[src/rtl/uart_rx.sv]
// 8N1 UART receiver: two-flop synchronized input, mid-bit sampling with a
// per-frame latched divisor, single-entry holding register with overrun flag.
module uart_rx (
    input  logic        clk,
    input  logic        rst,
    input  logic [15:0] divr,
    input  logic        rxd,
    output logic [7:0]  rx_data,
    output logic        rx_valid,
    input  logic        rx_ack,
    output logic        frame_err,
    output logic        overrun,
    output logic        busy
);

    typedef enum logic [2:0] {
        IDLE,
        START,
        DATA,
        STOP,
        WAIT_HIGH
    } state_t;

    state_t      state, state_n;
    logic [15:0] cnt, cnt_n;
    logic [2:0]  idx, idx_n;
    logic [15:0] div_q, div_n;
    logic [7:0]  shreg, shreg_n;
    logic [1:0]  sync;
    logic        rxd_s;
    logic        done;
    logic [15:0] div_eff;
    logic        expired;

    assign rxd_s   = sync[1];
    assign div_eff = (divr < 16'd4) ? 16'd4 : divr;
    assign expired = (cnt == 16'd0);

    always_ff @(posedge clk or posedge rst) begin
        if (rst) begin
            sync <= 2'b11;
        end else begin
            sync <= {sync[0], rxd};
        end
    end

    always_ff @(posedge clk or posedge rst) begin
        if (rst) begin
            state <= IDLE;
            cnt   <= '0;
            idx   <= '0;
            div_q <= '0;
            shreg <= '0;
        end else begin
            state <= state_n;
            cnt   <= cnt_n;
            idx   <= idx_n;
            div_q <= div_n;
            shreg <= shreg_n;
        end
    end

    // Counter is loaded with N-1 and expires at zero, giving N cycles per interval.
    always_comb begin
        state_n = state;
        cnt_n   = cnt;
        idx_n   = idx;
        div_n   = div_q;
        shreg_n = shreg;
        done    = 1'b0;
        unique case (state)
            IDLE: begin
                if (!rxd_s) begin
                    state_n = START;
                    div_n   = div_eff;
                    cnt_n   = (div_eff >> 1) - 16'd1;
                end
            end
            START: begin
                if (expired) begin
                    if (!rxd_s) begin
                        state_n = DATA;
                        cnt_n   = div_q - 16'd1;
                        idx_n   = '0;
                    end else begin
                        state_n = IDLE;
                    end
                end else begin
                    cnt_n = cnt - 16'd1;
                end
            end
            DATA: begin
                if (expired) begin
                    shreg_n[idx] = rxd_s;
                    cnt_n        = div_q - 16'd1;
                    if (idx == 3'd7) begin
                        state_n = STOP;
                    end else begin
                        idx_n = idx + 3'd1;
                    end
                end else begin
                    cnt_n = cnt - 16'd1;
                end
            end
            STOP: begin
                if (expired) begin
                    done    = 1'b1;
                    state_n = rxd_s ? IDLE : WAIT_HIGH;
                end else begin
                    cnt_n = cnt - 16'd1;
                end
            end
            WAIT_HIGH: begin
                if (rxd_s) begin
                    state_n = IDLE;
                end
            end
            default: state_n = IDLE;
        endcase
    end

    // A completing byte always wins over a same-cycle acknowledge.
    always_ff @(posedge clk or posedge rst) begin
        if (rst) begin
            rx_data   <= '0;
            rx_valid  <= 1'b0;
            frame_err <= 1'b0;
            overrun   <= 1'b0;
        end else if (done) begin
            rx_data   <= shreg;
            rx_valid  <= 1'b1;
            frame_err <= ~rxd_s;
            if (rx_ack) begin
                overrun <= 1'b0;
            end else if (rx_valid) begin
                overrun <= 1'b1;
            end
        end else if (rx_ack && rx_valid) begin
            rx_valid  <= 1'b0;
            frame_err <= 1'b0;
            overrun   <= 1'b0;
        end
    end

    assign busy = (state != IDLE);

endmodule

[config.mk]
export PLATFORM = sky130hd
export DESIGN_NAME = uart_rx
export DESIGN_NICKNAME = d
export VERILOG_FILES = /design/src/rtl/uart_rx.sv
export SDC_FILE = /design/constraint.sdc
export NUM_CORES = 1
export LEC_CHECK = 0
export CAP_MARGIN = 20
export CORE_UTILIZATION = 46
export CTS_BUF_LIST = sky130_fd_sc_hd__clkbuf_16
export DETAILED_ROUTE_END_ITERATION = 8
export PLACE_DENSITY = 0.7
export SYNTH_ARGS = -nofsm -noshare
export SYNTH_HDL_FRONTEND = slang
export SYNTH_SLANG_ARGS = --single-unit
[constraint.sdc]
create_clock -name clk -period 4.2 [get_ports clk]
set_clock_uncertainty 0.15 [all_clocks]
set_input_delay 0.42 -clock clk [delete_from_list [all_inputs] [get_ports clk]]
set_output_delay 0.42 -clock clk [all_outputs]
set_load 0.005 [all_outputs]
* After elaboration in Yosys (flattened, before gate mapping) *
Index checks and enable logic that the tools add are counted.

storage, ports and cells
  output and inout bits = 12
  logic and storage cells = 80
  bits of input ports = 20
  bits in registers = 59

cells by class
  bitwise gates (word level) = 1
  add/subtract/negate cells = 4
  equal/unequal tests = 16
  reduce and logical (&&, ||, !) cells = 14
  magnitude comparators = 3
  multiplexer cells = 32

operators with widths
  kind                   count
  $mux 16                6
  $pmux 16 s4            1
  $mux 3                 11
  $sub 16x1->16 const B  2
  $ne 2x2->1 const B     9
  $logic_not 16->1       1
  $lt 16x3->1 const B    1
  $sub 15x1->16 const B  1
  $pmux 3 s5             1
  $mux 1                 9
  $bwmux 8               1
  $eq 3x2->1 const B     2
  $eq 3x3->1 const B     2
  $ne 3x3->1 const B     2
  $pmux 3 s2             1
  $reduce_and 2->1       3
  $reduce_and 6->1       1
  $reduce_and 5->1       1
  $lt 3x4->1 const B     1
  $reduce_and 4->1       1
  $reduce_bool 2->1      2
  $reduce_bool 4->1      1
  $add 3x1->3 const B    1
  $demux 1 s3            1
  7 further kinds        8

* Longest topological paths before layout *
Gate-level depths: netlist of run 1.

  depth after elaboration = 5
  depth in mapped cells = 10
  mapped depth without buffers = 9

* Least setup slack after synthesis of run 1 *
OpenSTA, ideal clock, no wires.

  path kind = register -> register
  from = reg cnt[9]
  to = reg idx[0]
  path slack = 1.270 ns
  library setup time = 0.074 ns
  period minus slack after synthesis = 2.930 ns
  buffers on the path = 3
  arrival time = 2.706 ns
  stages on the path, launching flop included = 10
  data required time = 3.976 ns
  cells stage by stage = dfrtp_1 buf_6 or4_4 or4_4 buf_6 or3_4 buf_6 or3_4 nand2b_4 o21ai_2

on the way
  word-level cells in the longest chain between the ends = 3
  elaborated cells on any way between the ends = 4
  classes of those cells = eq/ne: 2; reduce/logical: 2

ends and longest elaborated chain
  what                                   line  RTL
  start: declaration                     25    logic [15:0] cnt, cnt_n;
  start signal: assignment               56    cnt <= cnt_n;
  $logic_not 16->1 (*)                   37    assign expired = (cnt == 16'd0);
  $ne 2x2->1 (no source line)            -
  $reduce_and 5->1 (no source line) (*)  -
  end signal: assignment                 57    idx <= idx_n;
  end: declaration                       26    logic [2:0] idx, idx_n;

Mark *: on every way between the ends. The rest lies on a longest branch, timed or not.
A chain may end at the register's enable or synchronous reset.

* Worst setup path in the final report of run 1 *
  from = in divr[12]
  to = reg cnt[12]

on the way
  word-level cells in the longest chain between the ends = 5

ends and longest elaborated chain
  what                line  RTL
  start: declaration  6     input logic [15:0] divr,
  $lt 16x3->1         36    assign div_eff = (divr < 16'd4) ? 16'd4 : divr;
  $mux 16 (*)         36
  $sub 15x1->16 (*)   76    cnt_n = (div_eff >> 1) - 16'd1;
  $mux 16 (*)         73    if (!rxd_s) begin
  $pmux 16 s4 (*)     71    unique case (state)

Mark *: on every way between the ends. The rest lies on a longest branch, timed or not. The select of a mux whose other input is x is not followed.

==> summary.txt, run 1 <==
Run status
  • Status: complete, no violations

Clock network
  • Worst-path clk slew: 0.05 ns
  • Setup Buffers After CTS: 0
  • CTS tree: yes
  • Hold_buf cts: 0
  • Cts repair resizes: 0
  • Clock Tree Buf Depth: 2
  • Skew-Pair Late Insertion Delay: 0.32 ns
  • Num CTS Buffers: 9
  • CTS root buf: clkbuf_16
  • # clock sinks: 59
  • CTS H-tree depth: 3

STA
  • Final Hold Fails: 0
  • Relative slew slack: 0.547
  • Fin crit share: 0.769
  • Slew Limit Fails: 0
  • Final Critical Period: 3.23 ns
  • Hold_ws: 0.207 ns
  • Unrepaired setup endpoints after global routing: false
  • Sum Neg Setup Slack: 0 ns
  • Finish-stage setup viols: 0
  • Fmax: 310 MHz
  • Tightest Pin Transition: 0.679 ns

Worst hold path
  • Worst Hold Class: reg2reg

Cells and area
  • Layout cells sized above 1: 0.105
  • Post-route insts no fill: 548
  • ANT cells: 0
  • Commonest non-fill, non-tap cell in the layout: nand2_1
  • Fill count: 660
  • Area grow syn2layout: 19.1%
  • Final #Nets: 469
  • Most frequent cells in the layout: nand2_1 (92), dfrtp_1 (57), nor2_1 (34)

Routing
  • Antenna-violating nets left: 0
  • Detailed Route Iter0 Violations: 175
  • Vias per cell: 5.84
  • Drt drc: 0
  • Total Wirelength: 8590 um
  • Wirelength per Cell: 15.7 um
  • Vias: 3203
  • Pre-antenna DRT Iters: 4

Synthesis
  • Synth Area per Inst: 8.54 um2
  • Number of flops mapped to enable cells by yosys: 0
  • Seq/Total Area, Yosys: 0.414
  • Synth Register Bits: 59
  • Cell variety after synth: 59
  • Synth warn: 0
  • Mapped cell area: 0.00357 mm2
  • Syn Inst Count: 418
  • Top cell type's share of synthesized area: 0.400
  • Synth async-reset ratio: 1.00
  • Post-synth top flop: dfrtp_1
  • Biggest area consumer among synthesized cells: dfrtp_1
  • Synth area leaders: dfrtp_1 (40%), nand2_1 (9.7%), nor2_1 (3.6%)
  • Synthesized Nets: 443

Setup path
  • Crit. End Element: flip-flop
  • Critical setup path kind: in2reg
  • Top Family by Delay on Critical Path: simple AND/OR/NAND/NOR gates
  • Crit path launch type: input port
  • Critical Path Slowest Stage Cell: nor4_1
  • Crit path required time: 4.26 ns
  • Crit path largest cell delay: 0.57 ns
  • CP bufs+invs: 1
  • CP max FO: 6
  • Worst-path cell chain: clkdlybuf4s50_1 > nor4_1 > nand4_1 > nand2_1 > ha_1 > nand3_1 > or3_1 > xor2_1 > nor2_1 > a211o_1
  • Critical path arrival: 3.28 ns

Power and ir drop
  • Pwr dens: 394 mW/mm2
  • Leakage: 1.77 nW
  • VDD IR max: 0.220 mV
  • Tot Pwr: 1.68 mW

Global routing
  • First-pass GRT wire length: 14800 um
  • Global route total overflow: 0
  • Total track usage: 0.228
  • Initial antenna violation count: 0
  • Vias in the first global route: 3067
  • Largest net degree at the start of global routing: 36

Placed design
  • Gpl congestion: 0.869
  • Placed Cells: 531
  • Detailed Place HPWL: 6210 um
  • IO buf count: 31

Floorplan
  • Io pins: 32
  • Die width: 90.1 um
  • Die area: 0.00812 mm2
  • Core Box Area: 0.00737 mm2
  • Die height: 90.1 um
  • Initial Util: 0.484
  • Row count: 31

Job
  • MaxCap Viol Count: 0
==> final timing paths <==
check / start / slack (ns) / cells after the start / to
min in group asynchronous: rst / 0.32 / 2 / div_q[4]
worst max-delay path: divr[12] / 0.97 / 10 / cnt[12]
worst min register to register: sync[0] / 0.21 / 0 / sync[1]
worst max register to register: cnt[9] / 1.13 / 6 / cnt[5]
max in group asynchronous: rst / 2.69 / 3 / sync[0]
worst min-delay path: sync[0] / 0.21 / 0 / sync[1]
==> area by class of cell <==
cell class / count / area, um2 / area share
Multi-Input combinational cell: 332 / 1970 / 0.463
Inverter: 6 / 22.5 / 0.00530
Timing Repair Buffer: 36 / 354 / 0.0833
Tap cell: 99 / 124 / 0.0291
Sequential cell: 59 / 1480 / 0.348
Clock buffer: 9 / 225 / 0.0530
Clock inverter: 7 / 77.6 / 0.0182
==> stage by stage <==
| stage | cell area [um2] | util | worst slack (ns) |
|---|---|---|---|
| final | 4250 | 0.577 | 0.971 |
| after global routing | 4250 | 0.577 | 0.747 |
| after CTS | 4240 | 0.575 | 1.03 |
| after detailed placement | 3940 | 0.534 | 0.720 |
| after global placement | 3940 | 0.534 | 0.813 |
| after floorplan | 3570 | - | 1.27 |
==> worst register-to-register path: stages, from the launching register on <==
cell and delay, ns:
dfrtp_1 0.46, or4_4 0.58, or4_4 0.51, or3_4 0.49
a21oi_4 0.32, o221ai_1 0.19, a22o_1 0.26
==> where the power goes <==
group	switching (mW)	total, mW	leakage, nW	internal, mW
Sequential	0.0833	0.718	0.741	0.635
Combinational	0.112	0.221	0.886	0.109
Clock	0.274	0.736	0.146	0.463
Total	0.469	1.68	1.77	1.21
==> synthesized netlist by cell type, types with 2 or more instances <==
cell       number
o2bb2ai_1       4
nor4_1         11
nand2_1        92
nand3_1        13
dfstp_2         2
nand4_1         2
a22o_1          2
buf_6           3
buf_2           2
nor2b_1         3
o21ai_0        24
o211a_1         2
a21oi_1        11
nor3_1         20
or4_1           4
nor3b_1         2
nand3b_1        4
a22oi_1         2
or4_4           2
a31oi_1         4
xnor2_1        13
o22ai_1         5
dfrtp_1        57
or3_1           5
a211oi_1        3
nand2b_1        4
o21ai_1         3
mux2_2          8
clkbuf_1       14
nor4b_1         3
buf_1           2
nor2_1         34
o211ai_1        2
inv_1           6
a32oi_1         3
or2_2           3
and3_1          2
or3_4           2
o31ai_1         3
ha_1            5
xor2_1         14
==> kinds of logic (layout without fill, tap and decap cells) <==
kind of cell | Yosys count | in the layout | synth area share
buf+inv | 27 | 58 | 0.0354
mux | 9 | 9 | 0.0280
simple gates | 212 | 212 | 0.291
fa+ha+maj | 5 | 5 | 0.0175
xor+xnor | 27 | 27 | 0.0662
flops | 59 | 59 | 0.414
compound gates | 79 | 79 | 0.148
==> metal layers <==
layer,track usage,up-vias,wire length [um]
met1,0.317,1562,4040
li1,-,1541,-
met3,0.0347,12,382
met2,0.359,88,4020
met5,0,-,0
met4,0.0860,0,149
==> flip-flops by register name, summed over array words and instances (netlist names) <==
register	cells
cnt	16
div_q	16
frame_err	1
idx	3
overrun	1
rx_data	8
rx_valid	1
shreg	8
state	3
sync	2
Power figures use the tool's default switching activity.
==> inputs of run 2 (changes only) <==
==> constraint.sdc (replaced) <==
create_clock -name clk -period 3.3 [get_ports clk]
set_clock_uncertainty 0.15 [all_clocks]
set_input_delay 0.33 -clock clk [delete_from_list [all_inputs] [get_ports clk]]
set_output_delay 0.33 -clock clk [all_outputs]
set_load 0.005 [all_outputs]
==> run 2 against run 1 <==
  * Clock-buffer cell count unchanged
  * Combinational power up 36%
  * Global-route usage up 0.16 points
  * First-iteration DRC count up 28%
  * Die area unchanged
  * Sequential share of layout area down 0.65 points
  * Worst hold slack worse by 0.034 ns
  * Final area up 1.9%
  * Clock power up 27%
==> summary.txt, run 2 (synthesis results as in run 1) <==
Setup path
  • Critical setup path kind: in2reg
  • R2R Setup Slk: 0.36 ns (-0.77 ns)
  • Worst-path cell chain: clkdlybuf4s50_1 > nor4_1 > nand4_1 > nand2_1 > ha_1 > nand3_1 > or3_1 > xor2_1 > nor2_1 > a211o_1
  • Crit path launch type: input port
  • Crit. End Element: flip-flop
  • Critical path arrival: 3.02 ns (-0.26 ns)
  • Crit path largest cell delay: 0.61 ns (+0.04 ns)
  • Reg-to-reg critical path startpoint: cnt[9]
  • Crit path required time: 3.37 ns (-0.89 ns)
  • Critical Path Slowest Stage Cell: nor4_1
  • Critical path startpoint: divr[12]
  • CP max FO: 5 (-1)

Routing
  • Detailed Route Iter0 Violations: 224 (+28%)
  • Total Wirelength: 8780 um (+2.2%)
  • Vias: 3259 (+1.7%)
  • Pre-antenna DRT Iters: 4 (unchanged)
  • Wirelength per Cell: 15.7 um (+0.36%)
  • Antenna-violating nets left: 0 (unchanged)
  • Vias per cell: 5.84 (about the same)
  • Drt drc: 0 (unchanged)

Power and ir drop
  • Sw Pwr: 608 uW (+30%)
  • VDD IR max: 0.310 mV (+41%)
  • Combinational fraction of design power: 0.139 (+0.007)
  • Switching share of total power: 0.283 (+0.00258)
  • Pwr dens: 497 mW/mm2 (+26%)
  • Clock power frac: 0.435 (-0.005)
  • Leakage: 1.81 nW (+2.3%)
  • Internal: 1.54 mW (+28%)
  • Part of the power in registers: 0.426 (-0.003)

STA
  • Worst Setup Slack, final: 0.349 ns (-0.622 ns)
  • Finish-stage setup viols: 0 (unchanged)
  • Relative slew slack: 0.433 (-0.115)
  • Tightest Pin Transition: 0.847 ns (+0.168 ns)
  • Fmax: 339 MHz
  • Unrepaired setup endpoints after global routing: false
  • Final Critical Period: 2.95 ns
  • Slew Limit Fails: 0 (unchanged)
  • Sum Neg Setup Slack: 0 ns (unchanged)
  • Final Hold Fails: 0 (unchanged)
  • Fin crit share: 0.894
  • Hold_ws: 0.173 ns (-0.0342 ns)

Placed design
  • Setup WS pre-CTS: 0.121 ns (-0.599 ns)
  • Gpl congestion: 0.913 (+5.0%)
  • Detailed Place HPWL: 6240 um (+0.42%)
  • IO buf count: 31 (unchanged)

Cells and area
  • Commonest non-fill, non-tap cell in the layout: nand2_1
  • Layout cells sized above 1: 0.124 (+0.0195)
  • Final #Nets: 479 (+2.1%)
  • Area grow syn2layout: 21.4%
  • Leading registers by flop count: cnt: 16 flops, div_q: 16 flops
  • ANT cells: 0 (unchanged)
  • Most frequent cells in the layout: nand2_1 (92), dfrtp_1 (57), nor2_1 (34)

Clock network
  • CTS root buf: clkbuf_16
  • CTS H-tree depth: 3 (unchanged)
  • Worst-path clk slew: 0.06 ns (about the same)
  • Num CTS Buffers: 9 (unchanged)
  • Skew-Pair Late Insertion Delay: 0.33 ns (about the same)
  • CTS tree: yes
  • Setup Buffers After CTS: 0 (unchanged)
  • Hold_buf cts: 0 (unchanged)
  • Clock Tree Buf Depth: 2 (unchanged)
  • Cts repair resizes: 0 (unchanged)
  • # clock sinks: 59 (unchanged)

Global routing
  • Total track usage: 0.229 (+0.00155)
  • Vias in the first global route: 3091 (+0.78%)
  • Largest net degree at the start of global routing: 48 (+33%)
  • First-pass GRT wire length: 14900 um (+0.14%)
  • Global route total overflow: 0 (unchanged)
  • Initial antenna violation count: 0 (unchanged)

Worst hold path
  • Worst Hold Class: in2async

Floorplan
  • Io pins: 32 (unchanged)
  • Die width: 90.1 um (unchanged)
  • Initial Util: 0.484 (unchanged)
  • Row count: 31 (unchanged)
  • Die area: 0.00812 mm2 (unchanged)
  • Core Box Area: 0.00737 mm2 (unchanged)
  • Die height: 90.1 um (unchanged)

Job
  • MaxCap Viol Count: 0 (unchanged)

Run status
  • Status: complete, no violations
run 2: critical path: cells and delay by family:
kind / cells / cell delay (ns)
buffers and inverters: 1 / 0.49
adder cells (fa/ha/maj): 1 / 0.19
AND/OR/NAND/NOR: 6 / 1.56
XOR/XNOR: 1 / 0.15
AO/OA/AOI/OAI: 1 / 0.28
run 2: path summary, 6_finish.rpt:
kind	end	cells past startpoint
max	cnt[12]	10
min	div_q[4]	2
max reg2reg	cnt[5]	6
min reg2reg	sync[1]	0
max in group asynchronous	frame_err	4
min in group clk	sync[1]	0
run 2: power by group through the flow:
stage | Sequential (mW) | Clock (mW) | Combinational, mW
after global placement | 0.919 | 0 | 0.289
after floorplan | 0.885 | 0 | 0.229
after CTS | 0.911 | 0.954 | 0.294
final | 0.917 | 0.936 | 0.300
after detailed placement | 0.922 | 0 | 0.292
after global routing | 0.927 | 0.992 | 0.333
run 2: metal layers:
| metal | global-route usage | wire length (um) | up-vias |
|---|---|---|---|
| met5 | 0 | 0 | - |
| met4 | 0.0981 | 223 | 0 |
| met3 | 0.0584 | 565 | 22 |
| met2 | 0.336 | 3870 | 126 |
| met1 | 0.320 | 4120 | 1547 |
| li1 | - | - | 1564 |
run 2: per-stage QoR:
| stage | power (mW) | cell area (um2) | utilization | std cells |
|---|---|---|---|---|
| after floorplan | 1.11 | 3570 | - | 418 |
| after global placement | 1.21 | 4010 | 0.544 | 541 |
| after detailed placement | 1.21 | 4010 | 0.544 | 541 |
| after CTS | 2.16 | 4310 | 0.585 | 557 |
| after global routing | 2.25 | 4330 | 0.588 | 558 |
| final | 2.15 | 4330 | 0.588 | 558 |
run 2: layout make-up:
cell class                      count  area [um2]
Timing Repair Buffer               46         435
Inverter                            6        22.5
Tap cell                           99         124
Fill cell                         666        3040
Clock inverter                      7        77.6
Clock buffer                        9         225
Sequential cell                    59        1480
Multi-Input combinational cell    332        1970
==> inputs of run 3 (changes only) <==
--- a/config.mk
+++ b/config.mk
@@ -10,6 +10,7 @@
 export CTS_BUF_LIST = sky130_fd_sc_hd__clkbuf_16
 export DETAILED_ROUTE_END_ITERATION = 8
 export PLACE_DENSITY = 0.7
+export RECOVER_POWER = 25
 export SYNTH_ARGS = -nofsm -noshare
 export SYNTH_HDL_FRONTEND = slang
 export SYNTH_SLANG_ARGS = --single-unit
==> constraint.sdc (replaced) <==
create_clock -name clk -period 3.3 [get_ports clk]
set_clock_uncertainty 0.15 [all_clocks]
set_input_delay 0.33 -clock clk [delete_from_list [all_inputs] [get_ports clk]]
set_output_delay 0.33 -clock clk [all_outputs]
set_load 0.05 [all_outputs]
==> run 3 against run 2 <==
  * Cell count did not move
  * Die area unchanged
  * Worst hold slack improved by 0.033 ns
  * Wire length about the same
  * Largest cell class unchanged
  * Worst setup slack barely moved
==> summary.txt, run 3 (synthesis results as in run 1) <==
Setup path
  • Critical path arrival: 3.02 ns (about the same)
  • Worst-path cell chain: clkdlybuf4s50_1 > nor4_1 > nand4_1 > nand2_1 > ha_1 > nand3_1 > or3_1 > xor2_1 > nor2_1 > a211o_1
  • CP bufs+invs: 1 (unchanged)
  • CP max FO: 5 (unchanged)
  • Critical setup path kind: in2reg
  • Critical Path Slowest Stage Cell: nor4_1
  • Top Family by Delay on Critical Path: simple AND/OR/NAND/NOR gates
  • Crit path largest cell delay: 0.61 ns (about the same)
  • Crit path launch type: input port
  • Crit. End Element: flip-flop
  • Crit path required time: 3.37 ns (about the same)

STA
  • Final Hold Fails: 0 (unchanged)
  • Final Critical Period: 2.95 ns (+0.000199 ns)
  • Slew Limit Fails: 0 (unchanged)
  • Unrepaired setup endpoints after global routing: false
  • Fin crit share: 0.894 (about the same)
  • Relative slew slack: 0.434 (+0.00109)
  • Tightest Pin Transition: 0.845 ns (-0.00163 ns)
  • Finish-stage setup viols: 0 (unchanged)
  • Fmax: 339 MHz (about the same)
  • Hold_ws: 0.206 ns (+0.0326 ns)
  • Sum Neg Setup Slack: 0 ns (unchanged)

Cells and area
  • Fill count: 666 (unchanged)
  • Commonest non-fill, non-tap cell in the layout: nand2_1
  • Final instance area: 0.00433 mm2 (unchanged)
  • Area grow syn2layout: 21.4% (unchanged)
  • Final #Nets: 479 (unchanged)
  • Most frequent cells in the layout: nand2_1 (92), dfrtp_1 (57), nor2_1 (34)
  • Layout cells sized above 1: 0.122 (-0.00218)
  • Leading registers by flop count: cnt: 16 flops, div_q: 16 flops
  • ANT cells: 0 (unchanged)

Global routing
  • First-pass GRT wire length: 14900 um (unchanged)
  • Largest net degree at the start of global routing: 48 (unchanged)
  • Vias in the first global route: 3091 (unchanged)
  • Total track usage: 0.229 (unchanged)
  • Initial antenna violation count: 0 (unchanged)
  • Global route total overflow: 0 (unchanged)

Clock network
  • # clock sinks: 59 (unchanged)
  • CTS H-tree depth: 3 (unchanged)
  • Hold_buf cts: 0 (unchanged)
  • Skew-Pair Late Insertion Delay: 0.33 ns (about the same)
  • Cts repair resizes: 0 (unchanged)
  • Setup Buffers After CTS: 0 (unchanged)
  • CTS root buf: clkbuf_16
  • Num CTS Buffers: 9 (unchanged)
  • Clock Tree Buf Depth: 2 (unchanged)
  • Worst-path clk slew: 0.05 ns (about the same)
  • CTS tree: yes

Floorplan
  • Initial Util: 0.484 (unchanged)
  • Row count: 31 (unchanged)
  • Die height: 90.1 um (unchanged)
  • Die width: 90.1 um (unchanged)
  • Core Box Area: 0.00737 mm2 (unchanged)
  • Die area: 0.00812 mm2 (unchanged)
  • Io pins: 32 (unchanged)

Routing
  • Antenna-violating nets left: 0 (unchanged)
  • Wirelength per Cell: 15.7 um (about the same)
  • Vias: 3260 (+0.031%)
  • Drt drc: 0 (unchanged)
  • Pre-antenna DRT Iters: 4 (unchanged)
  • Detailed Route Iter0 Violations: 224 (unchanged)
  • Total Wirelength: 8780 um (about the same)
  • Vias per cell: 5.84 (about the same)

Power and ir drop
  • Leakage: 1.81 nW (about the same)
  • Tot Pwr: 2.16 mW (+0.15%)
  • VDD IR max: 0.310 mV (about the same)
  • Pwr dens: 498 mW/mm2 (+0.15%)

Worst hold path
  • Worst Hold Class: reg2reg

Placed design
  • IO buf count: 31 (unchanged)
  • Detailed Place HPWL: 6240 um (unchanged)
  • Placed Area: 0.00401 mm2 (unchanged)
  • Gpl congestion: 0.913 (unchanged)

Run status
  • Status: complete, no violations

Job
  • MaxCap Viol Count: 0 (unchanged)
-- run 3: cell count changes in the layout (fill, tap and decap cells not counted), sizes merged --
cell           change
clkdlybuf4s50      -2
dlygate4sd3        +2
-- run 3: layout make-up --
type / instances / area (um2) / area share
Clock buffer: 9 / 225 / 0.0520
Clock inverter: 7 / 77.6 / 0.0179
Inverter: 6 / 22.5 / 0.00520
Multi-Input combinational cell: 332 / 1970 / 0.455
Sequential cell: 59 / 1480 / 0.341
Tap cell: 99 / 124 / 0.0286
Timing Repair Buffer: 46 / 435 / 0.100
-- run 3: worst paths after layout --
kind,startpoint,endpoint,slack [ns],cells past startpoint
max,divr[12],cnt[12],0.35,10
min,sync[0],sync[1],0.21,0
max reg2reg,cnt[9],shreg[3],0.35,6
min reg2reg,sync[0],sync[1],0.21,0
max in group asynchronous,rst,frame_err,1.76,4
min in group asynchronous,rst,div_q[4],0.44,2
-- run 3: layer usage --
metal  wire [um]  global-route usage  part of all wire  vias to the layer above
met5           0                   0                 0                        -
met4         223              0.0981             0.025                        0
met3         565              0.0584             0.064                       22
met2        3860               0.336              0.44                      126
met1        4130               0.320              0.47                     1548
li1            -                   -                 -                     1564
-- run 3: metrics by stage --
stage / setup slack (ns) / cells / utilization
after floorplan: 0.370 / 418 / -
after global placement: 0.210 / 541 / 0.544
after detailed placement: 0.121 / 541 / 0.544
after CTS: 0.363 / 557 / 0.585
after global routing: 0.214 / 558 / 0.588
final: 0.349 / 558 / 0.588
-- run 3: worst register-to-register path: cells and delay by family (launching register included) --
family           cells  cell delay [ns]
and+or+nand+nor      5             1.92
muxes                1             0.30
DFF                  1             0.46
-- run 3: where the power goes --
group | switching [mW] | internal [mW]
logic | 0.154 | 0.149
clock network | 0.350 | 0.587
registers | 0.109 | 0.808
total | 0.612 | 1.54
